**src/rtl/cla4_block.sv**
```systemverilog
// cla4_block: 4-bit carry-lookahead adder with registered outputs.
// Per-bit generate/propagate terms feed a two-level lookahead carry network.
// There is no ripple path from C0 to C4.
// Sum, carry-out and group P/G are captured on every rising clock edge.
// The asynchronous reset clears all four outputs immediately.
module cla4_block (
   input  logic       clk,
   input  logic       rst,
   input  logic [3:0] A,
   input  logic [3:0] B,
   input  logic       C0,
   output logic       Carry,
   output logic [3:0] Sum,
   output logic       P,
   output logic       G
);

   // Per-bit generate and propagate terms.
   logic [3:0] g_s;
   logic [3:0] p_s;

   // Lookahead carries into bits 1..3, plus the carry out of bit 3.
   logic       c1_s;
   logic       c2_s;
   logic       c3_s;
   logic       c4_s;

   // Carry into each bit position; bit 0 takes the external carry-in.
   logic [3:0] cin_s;

   // Combinational results that the output registers capture.
   logic [3:0] sum_s;
   logic       grp_p_s;
   logic       grp_g_s;

   // Output registers.
   logic       carry_r;
   logic [3:0] sum_r;
   logic       grp_p_r;
   logic       grp_g_r;

   // Bit-level generate (both operands set) and propagate (exactly one set).
   always_comb begin
      g_s = A & B;
      p_s = A ^ B;
   end

   // Two-level sum-of-products carries. Each carry is flattened so that C0
   // reaches every carry through a single AND-OR level.
   always_comb begin
      c1_s = g_s[0]
           | (p_s[0] & C0);

      c2_s = g_s[1]
           | (p_s[1] & g_s[0])
           | (p_s[1] & p_s[0] & C0);

      c3_s = g_s[2]
           | (p_s[2] & g_s[1])
           | (p_s[2] & p_s[1] & g_s[0])
           | (p_s[2] & p_s[1] & p_s[0] & C0);

      c4_s = g_s[3]
           | (p_s[3] & g_s[2])
           | (p_s[3] & p_s[2] & g_s[1])
           | (p_s[3] & p_s[2] & p_s[1] & g_s[0])
           | (p_s[3] & p_s[2] & p_s[1] & p_s[0] & C0);
   end

   // Group terms depend only on A and B, so a higher-level lookahead stage
   // could use them without waiting for C0.
   always_comb begin
      grp_p_s = p_s[3] & p_s[2] & p_s[1] & p_s[0];

      grp_g_s = g_s[3]
              | (p_s[3] & g_s[2])
              | (p_s[3] & p_s[2] & g_s[1])
              | (p_s[3] & p_s[2] & p_s[1] & g_s[0]);
   end

   // Each sum bit is that bit's propagate term XORed with its incoming carry.
   always_comb begin
      cin_s = {c3_s, c2_s, c1_s, C0};
      sum_s = p_s ^ cin_s;
   end

   // Capture the results every cycle; reset clears them without waiting for a clock edge.
   always_ff @(posedge clk or posedge rst) begin
      if (rst) begin
         carry_r <= 1'b0;
         sum_r   <= 4'b0000;
         grp_p_r <= 1'b0;
         grp_g_r <= 1'b0;
      end else begin
         carry_r <= c4_s;
         sum_r   <= sum_s;
         grp_p_r <= grp_p_s;
         grp_g_r <= grp_g_s;
      end
   end

   assign Carry = carry_r;
   assign Sum   = sum_r;
   assign P     = grp_p_r;
   assign G     = grp_g_r;

endmodule

```
**config.mk**
```make
export PLATFORM = sky130hd
export DESIGN_NAME = cla4_block
export DESIGN_NICKNAME = d
export VERILOG_FILES = /design/src/rtl/cla4_block.sv
export SDC_FILE = /design/constraint.sdc
export NUM_CORES = 1
export LEC_CHECK = 0
export BUFFER_PORTS_ARGS = -buffer_cell sky130_fd_sc_hd__buf_2
export CORE_AREA = 2 2 39 41
export CTS_CLUSTER_DIAMETER = 80
export DETAILED_ROUTE_END_ITERATION = 16
export DIE_AREA = 0 0 41 43
export PLACE_DENSITY = 0.49
export SLEW_MARGIN = 30
export SYNTH_ARGS = -nofsm -noshare
export SYNTH_HDL_FRONTEND = slang
export SYNTH_SLANG_ARGS = --single-unit
```
**constraint.sdc**
```tcl
create_clock -name clk -period 0.8 [get_ports clk]
set_input_delay 0.04 -clock clk [delete_from_list [all_inputs] [get_ports clk]]
set_output_delay 0.04 -clock clk [all_outputs]
set_load 0.005 [all_outputs]
```
==> results_dict.tcl <==
set metrics [dict create \
    combPwrFrac_pct 27.7 \
    wl_per_cell_um 9.42 \
    cp.buffers_inverters 1 \
    clockBufferDepth 2 \
    slew_headroom_pct 83.9 \
    via_per_inst 4.24 \
    drive_above_1_share_pct 55.4 \
    clock_sinks 7 \
    synth_top_area_share_pct 48.4 \
    pwr-share-seq_pct 42.2 \
    syn2layout_area_growth_pct 58.8 \
    irDropWorstVdd_mv 0.475 \
    intPower_mw 0.749 \
    antenna_found_initial 0 \
    avgSynthCellArea_um2 12.1 \
    ant_nets 0 \
    leakage_nw 0.311 \
    finalHoldViolations 0 \
    die_w_um 41 \
    worst_ep_required_time_ns 0.76 \
    yosys_warnings 0 \
    cp_cell_sequence "buf_2" \
    drc 0 \
    switching_power_mw 0.243 \
    synth_top_cells_by_count "dfrtp_1, inv_1, ha_1, a21o_1, xnor2_1" \
    finalCritPeriodShare_pct 94.8 \
    wl_um 678 \
    cts_buffers 3 \
    overflow 0 \
    syn_inst 30 \
    nets 73 \
    gp_congestion 0.627 \
    drv_slew 0 \
    power_density_nw_per_um2 1730 \
    rsz0062_at_grt "false" \
    io_pins 18 \
    cts_tree "done" \
    ys_seq_elements 7 \
    start_kind "register" \
    syn_area_um2 362 \
    clock_power_share_pct 30.2 \
    critPathMaxFanout 1 \
    slowest_delay_ns 0.36 \
    synth.most_common_cell "dfrtp_1" \
    grtUsageTotal_pct 9.40 \
    first_iter_violations 3 \
    fmax_ghz 1.32 \
    p_total_mw 0.992 \
    die-height_um 43 \
    antennaDiodeCount 0 \
    synth_area_leaders "dfrtp_1, ha_1, a21o_1, fa_1, inv_1" \
    num_rows 14 \
    cp_top_family "flip-flops" \
    synthDistinctLibCells 14 \
    numPortBuffers 17 \
    end_kind "output port" \
    core-area_um2 1380 \
    synth-seq-area-share_pct 48.4 \
    min_period_ns 0.759 \
    vias 305 \
    dp_hpwl_um 591 \
    grt_max_degree 8 \
    grt_pass1_wl_mm 1.14 \
    dieArea_um2 1760 \
    status "finished clean" \
    setup_viol 0 \
    grt_pass1_vias 311 \
    clk_root_buffer_cell "clkbuf_4" \
    hold_class "in2reg" \
    switching_share_pct 24.5 \
    cts-htree-levels 1 \
    drt_first_pass_iters 4 \
    synth-main-ff-cell "dfrtp_1" \
    crit_slowest_cell "dfrtp_1" \
    path_class "reg2out" \
    cap_violations 0 \
    fin_tns_setup_ns 0 \
    synth-async-reset-ratio_pct 100 \
    yosysTopAreaCell "dfrtp_1" \
    crit_arrival_ns 0.72 \
    synth_edf_count 0 \
    start_util_pct 26.1 \
    syn_nets 46 \
    tightest_slew_ns 0.241 \
    finalCoreUtilization_pct 41.5 \
    clkTransAtPathRegs_ns 0.05 \
    postCtsSetupBuffers 0 \
]
-- tightest hold or removal path: cells and delay by family --
family / cells / cell delay [ns]
buffers and inverters: 1 / 0.08
adder cells (fa/ha/maj): 1 / 0.16
AO/OA/AOI/OAI: 1 / 0.09
-- through the flow --
stage | cells | setup slack [ns] | hold slack, ns | area, µm²
2_1_floorplan | 30 | -0.00417 | -0.157 | 403
3_3_place_gp | 67 | -0.148 | -0.0373 | 538
3_5_place_dp | 67 | -0.160 | -0.0275 | 538
4_1_cts | 72 | 0.0253 | 0.155 | 574
5_1_grt | 72 | 0.0172 | 0.180 | 574
6_report | 72 | 0.0413 | 0.160 | 574
-- state kept, by name (all words and copies together), names as in the netlist --
signal	cells
Sum	4
P	1
Carry	1
G	1
-- placed cells by master, fill, tap and decap left out, drive strengths merged --
master       count
dlygate4sd3      1
a21o             3
and4             1
clkbuf           4
nand3            2
nand4            1
ha               4
dfrtp            7
a21oi            2
inv              5
nand2            1
xnor2            2
fa               1
xor2             1
buf             21
-- layer usage --
| metal | vias to the layer above | part of all wire, % | wire [µm] | GRT usage [%] |
|---|---|---|---|---|
| met5 | - | 0 | 0 | 0 |
| met4 | 0 | 0 | 0 | 8.00 |
| met3 | 0 | 8.6 | 58 | 0 |
| met2 | 15 | 52 | 354 | 15.3 |
| met1 | 137 | 39 | 264 | 10.5 |
| li1 | 153 | - | - | - |
-- cells by family (layout without fill, tap and decap cells) --
| group | after synthesis | in the layout | share of synthesized area (%) |
|---|---|---|---|
| and+or+nand+nor | 5 | 5 | 9.69 |
| DFF | 7 | 7 | 48.4 |
| buffers and inverters | 5 | 31 | 5.19 |
| AOI/OAI and AO/OA | 5 | 5 | 10.0 |
| adders and majority gates | 5 | 5 | 19.4 |
| xor gates and xnor gates | 3 | 3 | 7.27 |
-- power by group through the flow --
stage / Clock, mW / Combinational, mW / Sequential (mW)
final: 0.299 / 0.274 / 0.418
after global routing: 0.325 / 0.311 / 0.423
after CTS: 0.312 / 0.278 / 0.420
after detailed placement: 0 / 0.272 / 0.425
after global placement: 0 / 0.267 / 0.421
after floorplan: 0 / 0.136 / 0.434
-- repair_timing --
| action | in CTS | in global routing |
|---|---|---|
| gates resized for setup | 0 | 0 |
| hold buffers | 1 | 0 |
| endpoints found under the setup margin | 0 | 0 |
| hold endpoints to repair | 7 | 0 |
-- cell type report --
class | count | area, µm²
multi-input cells | 18 | 209
well taps | 16 | 20.0
flip-flops and latches | 7 | 175
inverters | 5 | 18.8
fillers | 145 | 810
clock buffers | 4 | 26.3
repair buffers | 22 | 125
-- path summary, 6_finish.rpt --
check / start / end / cells after the start
max in group asynchronous: rst / Sum[0]$_DFF_PP0_ / 3
min: B[3] / Carry$_DFF_PP0_ / 3
min in group asynchronous: rst / G$_DFF_PP0_ / 3
max: Carry$_DFF_PP0_ / Carry / 1
Note: power is estimated with default switching activity, not from simulation.
